$ cat config.mk
export PLATFORM = sky130hd
export DESIGN_NAME = cmpl_arbiter
export DESIGN_NICKNAME = d
export VERILOG_FILES = /design/src/rtl/cmpl_arbiter.sv
export SDC_FILE = /design/constraint.sdc
export NUM_CORES = 1
export LEC_CHECK = 0
export CAP_MARGIN = 0
export CORE_UTILIZATION = 30
export DETAILED_ROUTE_END_ITERATION = 7
export PLACE_DENSITY = 0.65
export SLEW_MARGIN = 20
export SYNTH_ARGS = -nofsm -noshare
export SYNTH_HDL_FRONTEND = slang
export SYNTH_SLANG_ARGS = --single-unit
$ cat constraint.sdc
create_clock -name clk -period 1.65 [get_ports clk]
set_clock_uncertainty 0.2 [all_clocks]
set_input_delay 0.165 -clock clk [delete_from_list [all_inputs] [get_ports clk]]
set_output_delay 0.165 -clock clk [all_outputs]
set_load 0.01 [all_outputs]
$ cat src/rtl/cmpl_arbiter.sv
// Round-robin arbiter sharing one combinational negate unit between requesters.
// Operand is latched on accept, result captured one cycle later and held until taken.
module cmpl_arbiter #(
  parameter int WIDTH   = 8,
  parameter int NUM_REQ = 2,
  parameter int IDW     = 2
) (
  input  logic                     clk,
  input  logic                     resetn,
  input  logic [NUM_REQ-1:0]       req_valid,
  input  logic [NUM_REQ*WIDTH-1:0] req_data,
  output logic [NUM_REQ-1:0]       req_ready,
  output logic [WIDTH-1:0]         cmpl_data,
  input  logic [WIDTH-1:0]         cmpl_result,
  output logic                     rsp_valid,
  output logic [WIDTH-1:0]         rsp_data,
  output logic [IDW-1:0]           rsp_id,
  output logic                     rsp_ovf,
  input  logic                     rsp_ready
);

  localparam logic [1:0] S_IDLE  = 2'd0;
  localparam logic [1:0] S_ISSUE = 2'd1;
  localparam logic [1:0] S_HOLD  = 2'd2;

  localparam logic [WIDTH-1:0] MIN_NEG =
    {1'b1, {(WIDTH-1){1'b0}}};
  localparam logic [IDW:0] NREQ = (IDW+1)'(NUM_REQ);

  logic [1:0]       state_q, state_d;
  logic [IDW-1:0]   rr_ptr_q, rr_ptr_d;
  logic [WIDTH-1:0] op_q, op_d;
  logic [IDW-1:0]   id_q, id_d;
  logic             rsp_valid_q, rsp_valid_d;
  logic [WIDTH-1:0] rsp_data_q, rsp_data_d;
  logic [IDW-1:0]   rsp_id_q, rsp_id_d;
  logic             rsp_ovf_q, rsp_ovf_d;

  logic               any_req;
  logic [IDW-1:0]     gnt_id;
  logic [NUM_REQ-1:0] gnt_vec;
  logic [WIDTH-1:0]   gnt_data;
  logic [IDW:0]       scan;
  logic [IDW:0]       nxt_ptr;

  // Search upward from rr_ptr, wrapping at NUM_REQ.
  always_comb begin
    any_req = 1'b0;
    gnt_id  = '0;
    scan    = '0;
    for (int k = 0; k < NUM_REQ; k++) begin
      scan = {1'b0, rr_ptr_q} + (IDW+1)'(k);
      if (scan >= NREQ) scan = scan - NREQ;
      if (!any_req && req_valid[scan[IDW-1:0]]) begin
        any_req = 1'b1;
        gnt_id  = scan[IDW-1:0];
      end
    end
    gnt_vec  = any_req ? (NUM_REQ'(1) << gnt_id) : '0;
    gnt_data = '0;
    for (int i = 0; i < NUM_REQ; i++) begin
      if (gnt_vec[i]) gnt_data = req_data[i*WIDTH +: WIDTH];
    end
    nxt_ptr = {1'b0, gnt_id} + (IDW+1)'(1);
    if (nxt_ptr >= NREQ) nxt_ptr = '0;
  end

  always_comb begin
    state_d     = state_q;
    rr_ptr_d    = rr_ptr_q;
    op_d        = op_q;
    id_d        = id_q;
    rsp_valid_d = rsp_valid_q;
    rsp_data_d  = rsp_data_q;
    rsp_id_d    = rsp_id_q;
    rsp_ovf_d   = rsp_ovf_q;
    unique case (1'b1)
      (state_q == S_IDLE): begin
        if (any_req) begin
          op_d     = gnt_data;
          id_d     = gnt_id;
          rr_ptr_d = nxt_ptr[IDW-1:0];
          state_d  = S_ISSUE;
        end
      end
      (state_q == S_ISSUE): begin
        rsp_data_d  = cmpl_result;
        rsp_id_d    = id_q;
        rsp_ovf_d   = (op_q == MIN_NEG);
        rsp_valid_d = 1'b1;
        state_d     = S_HOLD;
      end
      (state_q == S_HOLD): begin
        if (rsp_valid_q && rsp_ready) begin
          rsp_valid_d = 1'b0;
          state_d     = S_IDLE;
        end
      end
      default: state_d = S_IDLE;
    endcase
  end

  always_ff @(posedge clk or negedge resetn) begin
    if (!resetn) begin
      state_q     <= S_IDLE;
      rr_ptr_q    <= '0;
      op_q        <= '0;
      id_q        <= '0;
      rsp_valid_q <= 1'b0;
      rsp_data_q  <= '0;
      rsp_id_q    <= '0;
      rsp_ovf_q   <= 1'b0;
    end else begin
      state_q     <= state_d;
      rr_ptr_q    <= rr_ptr_d;
      op_q        <= op_d;
      id_q        <= id_d;
      rsp_valid_q <= rsp_valid_d;
      rsp_data_q  <= rsp_data_d;
      rsp_id_q    <= rsp_id_d;
      rsp_ovf_q   <= rsp_ovf_d;
    end
  end

  // Gated by resetn so no strobe escapes while reset is asserted.
  assign req_ready =
    (state_q == S_IDLE && resetn) ? gnt_vec : '0;
  assign cmpl_data = op_q;
  assign rsp_valid = rsp_valid_q;
  assign rsp_data  = rsp_data_q;
  assign rsp_id    = rsp_id_q;
  assign rsp_ovf   = rsp_ovf_q;

endmodule

# [Yosys cells after proc, flatten, opt, wreduce, memory -nomap -nowiden]
# Cells that the tools add are included.
[totals] ff_bits=26 wordCells=52
[op_classes] reduce_logical=9 eq_ne=5 shifts=1 mux=20 add_sub_neg=4 n_lt_le_gt_ge=5
[op_table] cell="$mux W2" count=9
[op_table] cell="$mux W8" count=2
[op_table] cell="$eq A8 B8 Y1 const B" count=1
[op_table] cell="$mux W1" count=7
[op_table] cell="$add A2 B1 Y3 const B" count=2
[op_table] cell="$ge A3 B2 Y1 const B" count=2
[op_table] cell="$pmux W2 S3" count=1
[op_table] cell="$reduce_and A2 Y1" count=3
[op_table] cell="$lt A2 B2 Y1 const B" count=2
[op_table] cell="$sub A2 B2 Y2 const B" count=2
[op_table] cell="$logic_and A1 B1 Y1" count=3
[op_table] cell="$eq A2 B1 Y1 const B" count=1
[op_table] cell="$eq A2 B2 Y1 const B" count=1
[op_table] cell="$ge A2 B2 Y1 const B" count=1
[op_table] cell="$logic_not A2 Y1" count=1
[op_table] cell="$ne A2 B1 Y1 const B" count=1
[op_table] cell="$ne A2 B2 Y1 const B" count=1
[op_table] cell="$pmux W1 S2" count=1
[op_table] cell="$reduce_bool A2 Y1" count=1
[op_table] cell="$shl A1 B2 Y2 const A" count=1
[op_table] cell="$logic_not A1 Y1" count=1

# [Depth between registers and ports, before layout]
# Gate-level depths: netlist of the first run.
[logic_depth] ltp_word=12 depth_mapped=8 ltp_nobuf=7

# [Worst setup path after synthesis of the first run]
# Ideal clock, no wire load.
[synth_path] path_kind="register to register" startpoint="register rr_ptr_q[0]" endpoint="register op_q[7] (netlist: cmpl_data[7])" slack_ns=-0.166 path_stages_with_launch=9 setup_time_ns=0.123 required_ns=1.327 t_arrival_ns=1.493 path_cell_list="dfrtp_1 inv_1 a21boi_0 inv_1 ha_1 nor2b_1 buf_1 a32oi_1 a21oi_2"
[synth_via] elab_chain_len=12
[synth_lines] item="start, declared" line_no="31" text="logic [IDW-1:0] rr_ptr_q, rr_ptr_d;"
[synth_lines] item="start signal, assigned" line_no="115" text="rr_ptr_q <= rr_ptr_d;"
[synth_lines] item="branches (longest 7 deep; another with $add A2 B1 Y3)"
[synth_lines] item="$mux W2 *" line_no="54" text="if (!any_req && req_valid[scan[IDW-1:0]]) begin"
[synth_lines] item="via gnt_id[0]" line_no="40" text="logic [IDW-1:0] gnt_id;"
[synth_lines] item="$shl A1 B2 Y2 *" line_no="59" text="gnt_vec = any_req ? (NUM_REQ'(1) << gnt_id) : '0;"
[synth_lines] item="$mux W2 *" line_no="59"
[synth_lines] item="$mux W8" line_no="62" text="if (gnt_vec[i]) gnt_data = req_data[i*WIDTH +: WIDTH];"
[synth_lines] item="$mux W8 *" line_no="62"
[synth_lines] item="end signal, assigned" line_no="116" text="op_q <= op_d;"
[synth_lines] item="end, declared" line_no="32" text="logic [WIDTH-1:0] op_q, op_d;"
# Mark *: on every way through the listed nets, which the timed path passes. The select of a mux whose other input is x is not followed.
# A chain may end at the register's enable or synchronous reset.

# [Final worst setup path of the first run]
[layout_path] startpoint="register rr_ptr_q[0]" endpoint="output req_ready[0]"
[layout_via] elab_chain_len=11
[layout_lines] item="branches (longest 9 deep; another with $add A2 B1 Y3)"
[layout_lines] item="$mux W2 *" line_no="59"
[layout_lines] item="$mux W2 *" line_no="127" text="(state_q == S_IDLE && resetn) ? gnt_vec : '0;"
[layout_lines] item="end, declared" line_no="12" text="output logic [NUM_REQ-1:0] req_ready,"
# Mark *: on every way between the ends. The select of a mux whose other input is x is not followed.

==> results.json, run 1 <==
{
  "outcome": "finished with violations",
  "violations": "setup timing",
  "cellLeakagePower_nw": 0.844,
  "insertion_delay_ps": 270,
  "gp_congestion": 0.710,
  "grt_overflow": 0,
  "drive_above_1_share": 0.355,
  "die_area_um2": 4380,
  "critPathKind": "reg -> out",
  "postCtsHoldBufs": 0,
  "rsz0062_at_grt": "yes",
  "yosysSeqAreaShare": 0.526,
  "slew-limit-headroom": 0.774,
  "fp.coreArea_um2": 3800,
  "drtPass1Iterations": 2,
  "ys.warnings.count": 0,
  "cpPeakStageDelay_ps": 380,
  "grt_use_total": 0.148,
  "antenna_cells": 0,
  "cp-start-kind": "flop",
  "vias": 1047,
  "grt_max_degree": 27,
  "ys.flop_type": "dfrtp_1",
  "async_flop_share": 1.00,
  "tns_ps": -413,
  "crit_chain": "nand4b_1 > buf_4 > ha_4 > and3_4 > buf_6",
  "pre_cts_slack_ps": -753,
  "initial_utilization": 0.325,
  "ys_seq_elements": 26,
  "finalPower_mw": 3.32,
  "ant_nets": 0,
  "p_per_area_nw_per_um2": 1640,
  "wl_per_cell_um": 14.3,
  "fin_nets": 200,
  "via_per_inst": 4.89,
  "synth_area_per_cell_um2": 12.4,
  "die_w_um": 66.2,
  "drc_errors": 0,
  "synth_edf_count": 0,
  "h-tree-depth": 1,
  "io_pins": 51,
  "tightestPinTransition_ps": 339,
  "clk_root_buffer_cell": "clkbuf_8",
  "grt_first_pass_wirelength_mm": 4.79,
  "drt_iter0_drc": 63,
  "grt_pass1_vias": 1051,
  "timing.fmax_mhz": 565,
  "cp_max_fo": 3,
  "wl_mm": 3.05,
  "rows": 22,
  "dieHeight_um": 66.2,
  "yosysUniqueCellTypes": 29,
  "layout_worst_path_cycle_share": 1.07,
  "clkSinkCount": 26,
  "setup-violations-final": 10,
  "port-buffer-count": 50,
  "synth_cells": 100,
  "clk_pin_slew_ps": 90,
  "setup_slack_ps": -121,
  "period_minus_slack_ps": 1770,
  "cts_buffers": 3,
  "cp_slowest_cell": "dfrtp_1",
  "worstPathRequired_ps": 1280,
  "holdWs_ps": 175,
  "netlist_area_um2": 1240,
  "end_kind": "output port",
  "ir_drop_mv": 0.472,
  "final-hold-violation-count": 0,
  "slew_violations": 0,
  "cts_tree": "yes",
  "antenna_found_initial": 0,
  "dp_hpwl_mm": 2.19,
  "holdCritPathClass": "in -> async",
  "cts_buffer_depth": 2,
  "layout_commonest_cell": "clkdlybuf4s50_1",
  "area_delta_synth_final_pct": 63.6,
  "layout_common_cells": "46 x clkdlybuf4s50_1, 26 x dfrtp_1, 17 x buf_4",
  "syn-num-nets": 132,
  "drv_cap": 0,
  "worstPathArrival_ps": 1410
}
## final cells by class
cell class	instances	area, um2
tap	48	60.1
fill	338	1780
inverter	5	18.8
sequential	26	651
clock buffer	3	41.3
multi-input combinational	63	607
timing repair buffer	69	644
## report_power, final
part           switching (mW)  internal (mW)
sequential              0.188          0.944
clock                   0.187          0.163
combinational           0.752           1.09
## layer usage
layer | vias up | wire (um) | track usage
li1 | 499 | - | -
met1 | 508 | 1320 | 0.172
met2 | 35 | 1500 | 0.261
met3 | 5 | 172 | 0.0224
met4 | 0 | 58 | 0.0718
met5 | - | 0 | 0
## cells by family after synthesis
family	share of synthesized area
multiplexers	0.123
buffers and inverters	0.0557
flip-flops	0.526
AND/OR/NAND/NOR	0.0810
adder cells (fa/ha/maj)	0.0304
AO/OA/AOI/OAI	0.183
## cells in the mapped netlist, types with 2 or more instances
cell     number  share of area
ha_1          3          0.030
inv_1         5          0.015
and3_1        2          0.010
a32oi_1       8          0.057
buf_6         3          0.027
dfrtp_1      26           0.53
mux2_1        2          0.018
mux2_2        8          0.073
a21oi_2       8          0.057
nand3_1       2         0.0081
a21oi_1      10          0.040
mux2_4        2          0.024
nand2_1       2         0.0061
nor2b_1       4          0.020
## worst max-delay path, delay by kind of cell, from the launching register on
kind,cells,cell delay (ps)
AND/OR/NAND/NOR,2,300
flip-flops,1,380
adder cells (fa/ha/maj),1,160
buffers and inverters,2,300
## per-stage QoR
step           area (um2)  std cells   util
2_1_floorplan        1240        100      -
3_3_place_gp         1840        204  0.485
3_5_place_dp         1840        204  0.485
4_1_cts              1960        212  0.516
5_1_grt              2020        214  0.532
6_report             2020        214  0.532
## what timing repair did
item                                   in CTS  in global routing
endpoints found under the hold margin       0                  0
pin swaps                                  19                  5
resized for setup                          22                  9
setup buffers                               5                  4
setup endpoints to repair                  11                 11
## final timing paths
| path | from | end | slack [ps] | depth (start not counted) |
|---|---|---|---|---|
| setup / recovery | rr_ptr_q[0] | req_ready[0] | -120 | 5 |
| hold / removal | resetn | id_q[0] | 180 | 2 |
| setup reg to reg | rr_ptr_q[0] | cmpl_data[3] | -30 | 6 |
| hold reg to reg | rsp_data[3] | rsp_data[3] | 290 | 1 |
| max in group asynchronous | resetn | rsp_data[4] | 820 | 2 |
| min in group clk | rsp_data[3] | rsp_data[3] | 290 | 1 |
## flip-flops by register name, summed over array words and instances, names as in the netlist
name       cells
cmpl_data      8
id_q           2
rr_ptr_q       2
rsp_data       8
rsp_id         2
rsp_ovf        1
rsp_valid      1
state_q        2
No activity file was read; power rests on OpenSTA's default activity.
==> run 2: changes to the inputs <==
CORE_MARGIN = 2   (was default)
GPL_TIMING_DRIVEN = 0   (was default)
SETUP_SLACK_MARGIN = 0.02   (was default)
==> results.json, run 2 (synthesized netlist as in run 1, its figures left out) <==
{
  "outcome": "finished with violations",
  "violations": "hold timing, setup timing",
  "wl_per_cell_um": 15.1,
  "antenna_found_initial": 0,
  "crit_buf_inv": 3,
  "via_per_inst": 4.82,
  "multi_input_area_um2": 638,
  "port-buffer-count": 50,
  "clk_pin_slew_ps": 90,
  "antenna_cells": 0,
  "fp.coreArea_um2": 3970,
  "final-hold-violation-count": 26,
  "dp_hpwl_mm": 2.23,
  "final-seq-area_um2": 652,
  "ant_nets": 0,
  "die_w_um": 68.2,
  "tightestPinTransition_ps": 624,
  "rows": 23,
  "critPathTopFamily": "flip-flops",
  "holdWs_ps": -296,
  "grt_use_total": 0.150,
  "h-tree-depth": 1,
  "cellLeakagePower_nw": 0.888,
  "clkSinkCount": 26,
  "layout_worst_path_cycle_share": 1.07,
  "drt_iter0_drc": 72,
  "area_delta_synth_final_pct": 70.5,
  "clk_root_buffer_cell": "clkbuf_8",
  "gp_congestion": 0.694,
  "layout_common_cells": "43 x clkdlybuf4s50_1, 25 x dfrtp_1, 14 x buf_4",
  "timing.fmax_mhz": 567,
  "wl_mm": 3.31,
  "slew_violations": 0,
  "insertion_delay_ps": 270,
  "cpPeakStageDelay_ps": 380,
  "drc_errors": 0,
  "drtPass1Iterations": 4,
  "rsz0062_at_grt": "yes",
  "cts_buffers": 3,
  "grt-busiest-layer": "met2",
  "setup_slack_ps": -115,
  "drive_above_1_share": 0.408,
  "p_per_area_nw_per_um2": 1690,
  "crit_chain": "inv_2 > a21boi_2 > inv_1 > ha_2 > and3_1 > buf_2",
  "cts_buffer_depth": 2,
  "die_area_um2": 4650,
  "use_met2": 0.282,
  "layout_commonest_cell": "clkdlybuf4s50_1",
  "ir_drop_mv": 0.605,
  "finalPower_mw": 3.56,
  "io_pins": 51,
  "end_kind": "output port",
  "cp-start-kind": "flop",
  "slew-limit-headroom": 0.584,
  "setup-violations-final": 10,
  "vias": 1055,
  "cts_tree": "yes",
  "cp_slowest_cell": "dfrtp_1",
  "holdCritPathClass": "in -> async",
  "grt_overflow": 0,
  "worstPathRequired_ps": 1280,
  "dieHeight_um": 68.2,
  "grt_pass1_vias": 1116,
  "grt_first_pass_wirelength_mm": 5.17,
  "pre_cts_slack_ps": -669,
  "worstPathArrival_ps": 1400,
  "initial_utilization": 0.311,
  "grt_use_met3": 0.0345,
  "grt_max_degree": 29,
  "cp_max_fo": 3,
  "critPathKind": "reg -> out",
  "drv_cap": 0,
  "fin_nets": 202,
  "period_minus_slack_ps": 1770,
  "fill_cells": 336,
  "use_met1": 0.173
}
-- run 2: cell types whose count changed in the layout (fill, tap and decap cells not counted), moves of 2 or more --
cell / previous run / this run
buf_4: 17 / 14
a32oi_1: 4 / 0
buf_8: 0 / 2
a32oi_2: 4 / 8
dlymetal6s2s_1: 0 / 2
buf_2: 1 / 3
buf_6: 3 / 5
clkdlybuf4s50_1: 46 / 43
-- run 2: cell type report --
class,count,share of cell area
flip-flops and latches,26,0.309
multi-input cells,63,0.303
repair buffers,65,0.291
plain buffers,6,0.0326
well taps,50,0.0297
clock buffers,4,0.0261
inverters,5,0.00890
-- run 2: through the flow --
stage               TNS (ps)  instances  area, um2   util  hold slack [ps]
global route           -1670        219       2110  0.531             -250
floorplan                  0        100       1240      -             -331
CTS                     -852        218       2040  0.514             -284
detailed placement     -6360        200       1800  0.454             9.72
global placement       -9970        200       1810  0.455              266
finish                  -681        219       2110  0.531             -296
-- run 2: what timing repair did --
| item | CTS | global route |
|---|---|---|
| setup buffers | 17 | 3 |
| setup endpoints to repair | 20 | 20 |
| resized for setup | 30 | 12 |
| hold endpoints to repair | 26 | 26 |
| pin swaps | 6 | 4 |
-- run 2: worst paths after layout --
check                                from           end  slack, ps  cells past startpoint
max                           rr_ptr_q[0]  req_ready[0]       -120                      6
min                                resetn   rsp_data[3]       -300                      1
max reg2reg                   rr_ptr_q[0]  cmpl_data[0]        -70                      7
min reg2reg                   rsp_data[3]   rsp_data[3]        300                      1
max in group asynchronous          resetn    state_q[1]       1100                      1
min in group clk           cmpl_result[3]   rsp_data[3]        290                      2
-- run 2: layer usage --
metal / up-vias / routed length, um
met5: - / 0
met4: 0 / 0
met3: 0 / 245
met2: 35 / 1730
met1: 515 / 1330
li1: 505 / -
-- run 2: report_power, final --
part | switching, mW | internal [mW] | total (mW)
Sequential | 0.213 | 0.946 | 1.16
Clock | 0.196 | 0.213 | 0.409
Combinational | 0.802 | 1.19 | 1.99
Total | 1.21 | 2.35 | 3.56
==> run 3: changes to the inputs <==
GPL_ROUTABILITY_DRIVEN = 0   (was default)
==> results of run 3 <==
Same layout as run 2: the final DEF is identical, and so are final timing and power.
